`config.mk`:
```
export PLATFORM = sky130hd
export DESIGN_NAME = mem_arb
export DESIGN_NICKNAME = d
export VERILOG_FILES = /design/src/rtl/mem_arb_pkg.sv /design/src/rtl/mem_arb_pick.sv /design/src/rtl/mem_arb.sv
export SDC_FILE = /design/constraint.sdc
export NUM_CORES = 1
export LEC_CHECK = 0
export ABC_CLOCK_PERIOD_IN_PS = 4600
export BUFFER_PORTS_ARGS = -buffer_cell sky130_fd_sc_hd__buf_4
export CAP_MARGIN = 20
export CELL_PAD_IN_SITES_DETAIL_PLACEMENT = 1
export CELL_PAD_IN_SITES_GLOBAL_PLACEMENT = 2
export CORE_MARGIN = 8
export CORE_UTILIZATION = 35
export DETAILED_ROUTE_END_ITERATION = 7
export HOLD_SLACK_MARGIN = 0.03
export PLACE_DENSITY = 0.94
export SLEW_MARGIN = 40
export SYNTH_ARGS = -nofsm -noshare
export SYNTH_HDL_FRONTEND = slang
export SYNTH_SLANG_ARGS = --single-unit
```
`constraint.sdc`:
```
create_clock -name clk -period 4.6 [get_ports clk]
set_input_delay 0.23 -clock clk [delete_from_list [all_inputs] [get_ports clk]]
set_output_delay 0.23 -clock clk [all_outputs]
set_load 0.02 [all_outputs]
```
`src/rtl/mem_arb_pkg.sv`:
```
`default_nettype none
// ---------------------------------------------------------------------------
// mem_arb_pkg - shared encodings for the byte-serial RAM port scheduler
// Rev 1.0
// ---------------------------------------------------------------------------
package mem_arb_pkg;

  localparam logic [1:0] ST_IDLE  = 2'd0;
  localparam logic [1:0] ST_READ  = 2'd1;
  localparam logic [1:0] ST_WRITE = 2'd2;
  localparam logic [1:0] ST_DONE  = 2'd3;

  localparam logic [2:0] LEN_BYTE = 3'd1;
  localparam logic [2:0] LEN_HALF = 3'd2;
  localparam logic [2:0] LEN_WORD = 3'd4;

  localparam int IO_FIELD_HI = 17;
  localparam int IO_FIELD_LO = 16;

  typedef enum logic {
    REQ_IF = 1'b0,
    REQ_LS = 1'b1
  } req_id_e;

  localparam int GNT_IF = 0;
  localparam int GNT_LD = 1;
  localparam int GNT_ST = 2;

  typedef logic [2:0] grant_t;

  // Unsupported length codes fall back to a full word.
  function automatic logic [2:0] norm_len(input logic [2:0] len);
    case (len)
      LEN_BYTE: return LEN_BYTE;
      LEN_HALF: return LEN_HALF;
      default:  return LEN_WORD;
    endcase
  endfunction

endpackage
`default_nettype wire

```
`src/rtl/mem_arb_pick.sv`:
```
`default_nettype none
// ---------------------------------------------------------------------------
// mem_arb_pick - fixed-priority one-hot grant with fetch starvation override
// Rev 1.0
// ---------------------------------------------------------------------------
module mem_arb_pick
  import mem_arb_pkg::*;
(
  input  logic   if_req,
  input  logic   ls_req,
  input  logic   ls_we,
  input  logic   io_blocked,
  input  logic   starved,
  output grant_t grant
);

  always_comb begin
    grant = '0;
    if (if_req && starved) begin
      grant[GNT_IF] = 1'b1;
    end else if (ls_req && ls_we && !io_blocked) begin
      grant[GNT_ST] = 1'b1;
    end else if (ls_req && !ls_we) begin
      grant[GNT_LD] = 1'b1;
    end else if (if_req) begin
      grant[GNT_IF] = 1'b1;
    end
  end

endmodule
`default_nettype wire

```
`src/rtl/mem_arb.sv`:
```
`default_nettype none
// ---------------------------------------------------------------------------
// mem_arb - shares the byte-serial RAM port between fetch and the LSB
// Rev 1.0
// ---------------------------------------------------------------------------
module mem_arb
  import mem_arb_pkg::*;
#(
  parameter int         STARVE_LIMIT = 8,
  parameter logic [1:0] IO_SEL       = 2'b11
) (
  input  logic        clk,
  input  logic        reset,
  input  logic        rdy,
  input  logic        flush,
  input  logic        if_req,
  input  logic [31:0] if_addr,
  output logic        if_done,
  output logic [31:0] if_data,
  input  logic        ls_req,
  input  logic        ls_we,
  input  logic [2:0]  ls_len,
  input  logic [31:0] ls_addr,
  input  logic [31:0] ls_wdata,
  output logic        ls_done,
  output logic [31:0] ls_rdata,
  input  logic        io_buffer_full,
  input  logic [7:0]  mem_din,
  output logic [7:0]  mem_dout,
  output logic [31:0] mem_a,
  output logic        mem_wr
);

  localparam int STARVE_W = $clog2(STARVE_LIMIT + 1);

  logic [1:0]          state_q, state_d;
  logic [2:0]          cnt_q, cnt_d;
  logic [2:0]          len_q, len_d;
  logic [31:0]         addr_q, addr_d;
  logic [31:0]         wdata_q, wdata_d;
  req_id_e             who_q, who_d;
  logic [31:0]         buf_q, buf_d;
  logic [STARVE_W-1:0] starve_q, starve_d;
  logic [31:0]         mem_a_q, mem_a_d;
  logic [7:0]          mem_dout_q, mem_dout_d;
  logic                mem_wr_q, mem_wr_d;
  logic                if_done_q, if_done_d;
  logic                ls_done_q, ls_done_d;
  logic [31:0]         if_data_q, if_data_d;
  logic [31:0]         ls_rdata_q, ls_rdata_d;

  logic        io_blocked;
  logic        starved;
  grant_t      grant;
  logic [31:0] beat_addr;
  logic [1:0]  byte_idx;
  logic [31:0] captured;

  assign io_blocked = ls_we && (ls_addr[IO_FIELD_HI:IO_FIELD_LO] == IO_SEL) && io_buffer_full;
  assign starved    = (starve_q >= STARVE_W'(STARVE_LIMIT));

  mem_arb_pick u_pick (
    .if_req     (if_req),
    .ls_req     (ls_req),
    .ls_we      (ls_we),
    .io_blocked (io_blocked),
    .starved    (starved),
    .grant      (grant)
  );

  // cnt_q counts edges since the grant: beat k issues at k, byte k lands at k+2.
  assign beat_addr = addr_q + 32'(cnt_q);
  assign byte_idx  = cnt_q[1:0] - 2'd2;

  always_comb begin
    captured = buf_q;
    captured[{byte_idx, 3'b000} +: 8] = mem_din;
  end

  always_comb begin
    state_d    = state_q;
    cnt_d      = cnt_q;
    len_d      = len_q;
    addr_d     = addr_q;
    wdata_d    = wdata_q;
    who_d      = who_q;
    buf_d      = buf_q;
    starve_d   = starve_q;
    mem_a_d    = mem_a_q;
    mem_dout_d = mem_dout_q;
    mem_wr_d   = mem_wr_q;
    if_done_d  = if_done_q;
    ls_done_d  = ls_done_q;
    if_data_d  = if_data_q;
    ls_rdata_d = ls_rdata_q;

    case (state_q)
      ST_IDLE: begin
        if (!flush && (grant != '0)) begin
          addr_d  = grant[GNT_IF] ? if_addr : ls_addr;
          len_d   = grant[GNT_IF] ? LEN_WORD : norm_len(ls_len);
          who_d   = grant[GNT_IF] ? REQ_IF : REQ_LS;
          wdata_d = ls_wdata;
          buf_d   = '0;
          cnt_d   = 3'd1;
          mem_a_d = grant[GNT_IF] ? if_addr : ls_addr;
          if (grant[GNT_ST]) begin
            mem_dout_d = ls_wdata[7:0];
            mem_wr_d   = 1'b1;
            state_d    = ST_WRITE;
          end else begin
            state_d    = ST_READ;
          end
        end
        if (grant[GNT_IF] && !flush) begin
          starve_d = '0;
        end else if (if_req && !starved) begin
          starve_d = starve_q + STARVE_W'(1);
        end
      end

      ST_READ: begin
        if (flush) begin
          mem_wr_d = 1'b0;
          state_d  = ST_IDLE;
        end else begin
          cnt_d = cnt_q + 3'd1;
          if (cnt_q < len_q) begin
            mem_a_d = beat_addr;
          end
          if (cnt_q >= 3'd2) begin
            buf_d = captured;
          end
          if (cnt_q == len_q + 3'd1) begin
            state_d = ST_DONE;
            if (who_q == REQ_IF) begin
              if_data_d = captured;
              if_done_d = 1'b1;
            end else begin
              ls_rdata_d = captured;
              ls_done_d  = 1'b1;
            end
          end
        end
      end

      // Stores are already committed, so a flush does not interrupt them.
      ST_WRITE: begin
        if (cnt_q < len_q) begin
          mem_a_d    = beat_addr;
          mem_dout_d = wdata_q[{cnt_q[1:0], 3'b000} +: 8];
          mem_wr_d   = 1'b1;
          cnt_d      = cnt_q + 3'd1;
        end else begin
          mem_wr_d  = 1'b0;
          ls_done_d = 1'b1;
          state_d   = ST_DONE;
        end
      end

      ST_DONE: begin
        if_done_d = 1'b0;
        ls_done_d = 1'b0;
        state_d   = ST_IDLE;
      end

      default: state_d = ST_IDLE;
    endcase

    if (flush) begin
      starve_d = '0;
    end
  end

  always_ff @(posedge clk) begin
    if (!reset) begin
      state_q    <= ST_IDLE;
      cnt_q      <= '0;
      len_q      <= '0;
      addr_q     <= '0;
      wdata_q    <= '0;
      who_q      <= REQ_IF;
      buf_q      <= '0;
      starve_q   <= '0;
      mem_a_q    <= '0;
      mem_dout_q <= '0;
      mem_wr_q   <= 1'b0;
      if_done_q  <= 1'b0;
      ls_done_q  <= 1'b0;
      if_data_q  <= '0;
      ls_rdata_q <= '0;
    end else if (rdy) begin
      state_q    <= state_d;
      cnt_q      <= cnt_d;
      len_q      <= len_d;
      addr_q     <= addr_d;
      wdata_q    <= wdata_d;
      who_q      <= who_d;
      buf_q      <= buf_d;
      starve_q   <= starve_d;
      mem_a_q    <= mem_a_d;
      mem_dout_q <= mem_dout_d;
      mem_wr_q   <= mem_wr_d;
      if_done_q  <= if_done_d;
      ls_done_q  <= ls_done_d;
      if_data_q  <= if_data_d;
      ls_rdata_q <= ls_rdata_d;
    end
  end

  assign mem_a    = mem_a_q;
  assign mem_dout = mem_dout_q;
  assign mem_wr   = mem_wr_q;
  assign if_done  = if_done_q;
  assign if_data  = if_data_q;
  assign ls_done  = ls_done_q;
  assign ls_rdata = ls_rdata_q;

endmodule
`default_nettype wire
```
## Yosys cells after proc, flatten, opt, wreduce, memory -nomap -nowiden

Cells that the tools add are included.

| word-level totals | value |
|---|---|
| register bits | 216 |
| bits of input ports | 115 |
| output and inout bits | 107 |
| logic and storage cells | 133 |

| operators by class | value |
|---|---|
| add/sub/neg operators | 6 |
| order comparisons | 3 |
| eq/ne operators | 18 |
| shifts and indexed selects | 3 |
| mux-type cells | 52 |
| bitwise gates (word level) | 2 |
| reductions and logical operators | 34 |

Operators by type and width:

| kind | number |
|---|---|
| $mux W32 | 7 |
| $pmux W32 S3 | 1 |
| $pmux W32 S2 | 1 |
| $reduce_and A5 Y1 | 7 |
| $add A32 B3 Y32 | 1 |
| $bwmux W32 | 1 |
| $shift A8 B7 Y32 const A | 1 |
| $shiftx A32 B6 Y8 | 1 |
| $shiftx A8 B7 Y32 | 1 |
| $mux W8 | 3 |
| $ne A2 B2 Y1 const B | 10 |
| $mux W1 | 17 |
| $mux W4 | 4 |
| $pmux W8 S2 | 1 |
| $mux W2 | 7 |
| $mux W3 | 4 |
| $reduce_bool A3 Y1 | 4 |
| $logic_and A1 B1 Y1 | 9 |
| $pmux W3 S3 | 1 |
| $pmux W2 S4 | 1 |
| $reduce_and A4 Y1 | 2 |
| $reduce_bool A2 Y1 | 4 |
| $neg A5 Y7 | 1 |
| $add A3 B1 Y3 const B | 2 |
| 19 further kinds | 27 |

## Logic depth before layout (Yosys ltp)

| logic depth | value |
|---|---|
| word-level depth | 11 |
| depth in mapped cells | 11 |
| gate-level depth less buffers | 8 |

## Hierarchy

A second synthesis with hierarchy kept.

| unflattened totals | value |
|---|---|
| cell total of the unflattened synthesis | 1188 |
| area total of the unflattened synthesis | 10626.4 um^2 |

By module, submodules not included:

| module | instances | cells each | area each (um^2) | seq. area each (um^2) |
|---|---|---|---|---|
| mem_arb | 1 | 1181 | 10582.6 | 4324.1 |
| mem_arb_pick | 1 | 7 | 43.8 | 0.0 |

## Worst setup path before layout

Ideal clock, no wire load.

| timing path | value |
|---|---|
| path type | flip-flop to flip-flop |
| from | reg cnt_q[1] |
| to | reg buf_q[16] |
| arrival time | 2441 ps |
| required time | 4530 ps |
| slack | 2088 ps |
| stages on the path, launching flop included | 8 |
| path buffers | 1 |
| period minus slack after synthesis | 2512 ps |
| cells stage by stage | dfxtp_1 buf_1 inv_1 ha_1 nor4b_2 a21oi_1 or3_1 a21oi_1 |

| between the ends | value |
|---|---|
| word-level cells in the longest chain between the ends | 7 |
| elaborated cells between the ends (all ways) | 11 |
| those cells by class | add/sub (2); order compare (1); eq/ne (1); shift (2); mux (4); reduce/logical (1) |

RTL lines:

| what | RTL line | source |
|---|---|---|
| start, declared | mem_arb.sv:37 | `logic [2:0] cnt_q, cnt_d;` |
| start signal, assigned | mem_arb.sv:194 | `cnt_q <= cnt_d;` |
| $sub A2 B2 Y2 | mem_arb.sv:73 | `assign byte_idx = cnt_q[1:0] - 2'd2;` |
| $neg A5 Y7 | mem_arb.sv:77 | `captured[{byte_idx, 3'b000} +: 8] = mem_din;` |
| $shiftx A8 B7 Y32 / $shift A8 B7 Y32 (equally long branches) | mem_arb.sv:77 |  |
| $bwmux W32 | mem_arb.sv:77 |  |
| $mux W32 | mem_arb.sv:131 | `if (cnt_q >= 3'd2) begin` |
| $mux W32 | mem_arb.sv:123 | `if (flush) begin` |
| $pmux W32 S2 | mem_arb.sv:97 | `case (state_q)` |
| end signal, assigned | mem_arb.sv:199 | `buf_q <= buf_d;` |
| end, declared | mem_arb.sv:42 | `logic [31:0] buf_q, buf_d;` |

Parallel ways exist; a longest one is shown, timed or not. The select of a mux whose other input is x is not followed.
A chain may end at the register's enable or synchronous reset.

## Worst setup path after layout

| timing path | value |
|---|---|
| from | reg cnt_q[0] |
| to | reg ls_rdata_q[13] (netlist: ls_rdata[13]) |

| between the ends | value |
|---|---|
| word-level cells in the longest chain between the ends | 4 |
| elaborated cells between the ends (all ways) | 7 |
| those cells by class | add/sub (2); eq/ne (1); shift (2); mux (1); reduce/logical (1) |

RTL lines:

| what | RTL line | source |
|---|---|---|
| $sub A2 B2 Y2 | mem_arb.sv:73 |  |
| $neg A5 Y7 | mem_arb.sv:77 |  |
| $shiftx A8 B7 Y32 / $shift A8 B7 Y32 (equally long branches) | mem_arb.sv:77 |  |
| $bwmux W32 | mem_arb.sv:77 |  |
| end signal, assigned | mem_arb.sv:207 | `ls_rdata_q <= ls_rdata_d;` |
| end, declared | mem_arb.sv:50 | `logic [31:0] ls_rdata_q, ls_rdata_d;` |

Parallel ways exist; a longest one is shown, timed or not.

==> implementation parameters <==
Parameter                              Value

Run status
  Result of the run ... completed

Finish
  Total Nets Final ... 1468
  Fraction of layout instances using a drive strength above 1 ... 0.229
  Number of antenna diodes ... 0
  Layout overhead on the synthesized area ... 31.2%
  Fill cell instance count of the final layout ... 3256

Synth
  Post-Synth XOR/XNOR Area ... 0.0293
  Most common library cells after synthesis ... sky130_fd_sc_hd__dfxtp_1, sky130_fd_sc_hd__nand2_1, sky130_fd_sc_hd__nor2_1
  Synth warnings ... 0
  Yosys reg bits ... 216
  Top FF cell, synth ... sky130_fd_sc_hd__dfxtp_1
  Largest family of logic cells by synthesized area ... simple AND/OR/NAND/NOR gates
  Syn Std Cell Area ... 9780 µm²
  Post-synthesis cell count ... 1117
  Most repeated cell in the gate-level netlist after synthesis ... sky130_fd_sc_hd__dfxtp_1
  Simple-gate portion of the synthesized area ... 0.194
  Net count after synthesis ... 1253
  Fraction of registers with async set/reset ... 0
  Top cells by area in the synthesized netlist ... sky130_fd_sc_hd__dfxtp_1, sky130_fd_sc_hd__a211oi_1, sky130_fd_sc_hd__nand2_1
  Per-instance average area after synthesis ... 8.76 µm²
  Dominant cell type by area after synthesis ... sky130_fd_sc_hd__dfxtp_1
  Share of the yosys chip area belonging to registers ... 0.442
  Compound-gate portion of the synthesized area ... 0.191
  Post-synth top area share ... 0.442
  Share of synthesized area spent on multiplexers ... 0.0759
  Number of distinct standard cells referenced by the synthesized netlist ... 63
  Adder and majority gate portion of the synthesized area ... 0.0276
  Post-synth EDFFs ... 0

Worst setup path
  Nature of the critical path startpoint ... register
  Signal arrival time at the worst endpoint ... 3.33 ns
  Max Fanout on Critical Path ... 52
  Register-to-Register Path Depth ... 9
  Start of the worst register-to-register path ... cnt_q[0]
  Timing startpoint of the critical path ... cnt_q[0]
  Critical path type ... reg2reg
  Register-to-register setup slack ... 1.69 ns
  Worst setup EP type ... register
  R2r endpoint ... ls_rdata[13]
  Data required, critical path ... 5.02 ns

Timing
  Setup violations, final ... 0
  Worst-Margin Slew ... 0.812 ns
  RSZ-0062 raised after global routing ... no
  Fin Hold WS ... 0.0615 ns
  Setup_tns ... 0 ns
  Time the worst path needs with I/O delays and setup ... 2.91 ns
  Achievable Freq ... 344 MHz
  Fin. Hold Viols ... 0
  Worst slew margin relative to its limit ... 0.457
  Skew final ... 0.0145 ns
  Slew Limit Fails ... 0
  Fin crit share ... 0.632

Drt
  Number of vias per cell ... 5.21
  # DRC ... 0
  1st-pass router iterations ... 4
  Total wire length after detailed routing ... 31.5 mm
  Detailed-route via count ... 8996
  Initial detailed-routing violation count ... 317
  Number of routed nets with antenna violations ... 0
  Routed wire per std cell ... 18.2 µm

Power and ir drop
  Internal power ... 3.35 mW
  Design Power ... 4.67 mW
  Psw ... 1.32 mW
  Leakage component of the power ... 4.96 nW
  Peak supply drop ... 0.247 mV
  Proportion of power drawn by combinational gates ... 0.173
  Part of the total power dissipated in the clock network ... 0.388
  Sequential share of power ... 0.439
  Power density over the cells ... 364 nW/µm²
  Switching share of power ... 0.283

Floorplanning
  Starting Density ... 0.354
  Chip Width ... 183 µm
  Std-Cell Core Area ... 27600 µm²
  Count of pins on the block boundary ... 222
  Area of the die ... 33600 µm²
  Vertical extent of the die ... 183 µm
  Core Rows ... 61

CTS
  Clock-pin transition on the worst setup and hold timing paths ... 0.06 ns
  Clock Latency Late Sink ... 0.52 ns
  Maximum clock insertion buffer count ... 3
  Number of buffers added by the clock tree synthesis step ... 24
  Clock tree from TritonCTS ... yes
  Number of buffers added for setup after CTS ... 0
  Clock sinks ... 216
  Hold-fix buffer count after cts ... 34
  Gates resized, CTS repair ... 0
  CTS root buffer ... sky130_fd_sc_hd__clkbuf_16
  CTS H-tree depth ... 1

GRT
  First-pass GRT wire length ... 50.5 mm
  Total Routing Usage GR ... 0.181
  Leftover overflow at the end of global routing ... 0
  Number of global-route vias before repair ... 9519
  Pin count of the biggest net entering global routing ... 114
  Initial antenna violation count ... 0

Hold path
  Hold Crit Class ... in2reg
  Hold endpoint ... mem_a[21]
  Number of stages on the worst hold path ... 3
  Hold Path Origin ... ls_addr[21]

Placement
  Estimated wirelength of the detail-placed design ... 21.9 mm
  Number of port buffers ... 221
  Placer's final routability congestion estimate ... 0.797

Flow run
  Maximum capacitance violations ... 0
[worst max-delay path, cell delays in order, from the launching register on]
cell,delay [ns]
sky130_fd_sc_hd__dfxtp_1,0.39
sky130_fd_sc_hd__buf_4,0.31
sky130_fd_sc_hd__inv_2,0.13
sky130_fd_sc_hd__ha_1,0.30
sky130_fd_sc_hd__nor3_2,0.24
sky130_fd_sc_hd__nand3_1,0.22
sky130_fd_sc_hd__nor2_4,0.32
sky130_fd_sc_hd__buf_4,0.51
sky130_fd_sc_hd__nor2_1,0.10
sky130_fd_sc_hd__a211oi_1,0.24
[flip-flops by register name (all words and copies together), names as in the netlist]
signal and flops:
who_q 1, starve_q 4, cnt_q 3, addr_q 32, wdata_q 32, ls_done 1
state_q 2, mem_dout 8, mem_wr 1, if_done 1, buf_q 32, mem_a 32
len_q 3, ls_rdata 32, if_data 32
[kinds of logic after synthesis]
group,count (synthesis)
AND/OR/NAND/NOR,408
AO/OA/AOI/OAI,279
flip-flops,216
buffers and inverters,99
multiplexers,63
XOR/XNOR,31
adder cells (fa/ha/maj),21
[layout by cell type, fill, tap and decap left out, drive strengths merged, types with 32 or more instances in the layout]
cell type    instances
dfxtp              216
buf                234
nor2b               32
dlygate4sd3         34
nand2              150
nor2               131
mux2i               46
a21oi              107
clkbuf              37
or3                 35
a211oi              99
[cell type report]
class	instances	area [µm²]	area share
flip-flops and latches	216	4320	0.337
multi-input cells	802	5100	0.397
inverters	20	82.6	0.00644
clock buffers	37	701	0.0546
well taps	378	473	0.0369
repair buffers	268	2120	0.165
clock inverters	7	35.0	0.00273
[stage by stage]
step	setup slack (ns)	util	area, µm²	instances
2_1_floorplan	2.09	-	9780	1117
3_3_place_gp	1.78	0.425	11700	1649
3_5_place_dp	1.69	0.425	11800	1650
4_1_cts	1.69	0.464	12800	1728
5_1_grt	1.39	0.464	12800	1728
6_report	1.69	0.464	12800	1728
[worst max-delay path by stage]
stage,endpoint,slack (ns),cells after the start
2_1_floorplan,buf_q[16],2.09,7
3_3_place_gp,buf_q[14],1.78,8
3_5_place_dp,ls_rdata[13],1.69,9
4_1_cts,ls_rdata[13],1.69,9
5_1_grt,if_data[16],1.39,9
6_report,ls_rdata[13],1.69,9
[power by group through the flow]
| stage | combinational [mW] | sequential [mW] | clock [mW] |
|---|---|---|---|
| 2_1_floorplan | 0.416 | 2.13 | 0 |
| 3_3_place_gp | 0.772 | 2.08 | 0 |
| 3_5_place_dp | 0.790 | 2.09 | 0 |
| 4_1_cts | 0.817 | 2.05 | 1.86 |
| 5_1_grt | 0.882 | 2.06 | 1.94 |
| 6_report | 0.809 | 2.05 | 1.81 |
[layer usage]
metal,GRT usage,part of all wire,up-vias
met4,0.0501,0.021,0
met1,0.228,0.44,4338
met3,0.0441,0.059,46
li1,-,-,4405
met5,0,0,-
met2,0.305,0.48,207
No activity file was read; power rests on OpenSTA's default activity.
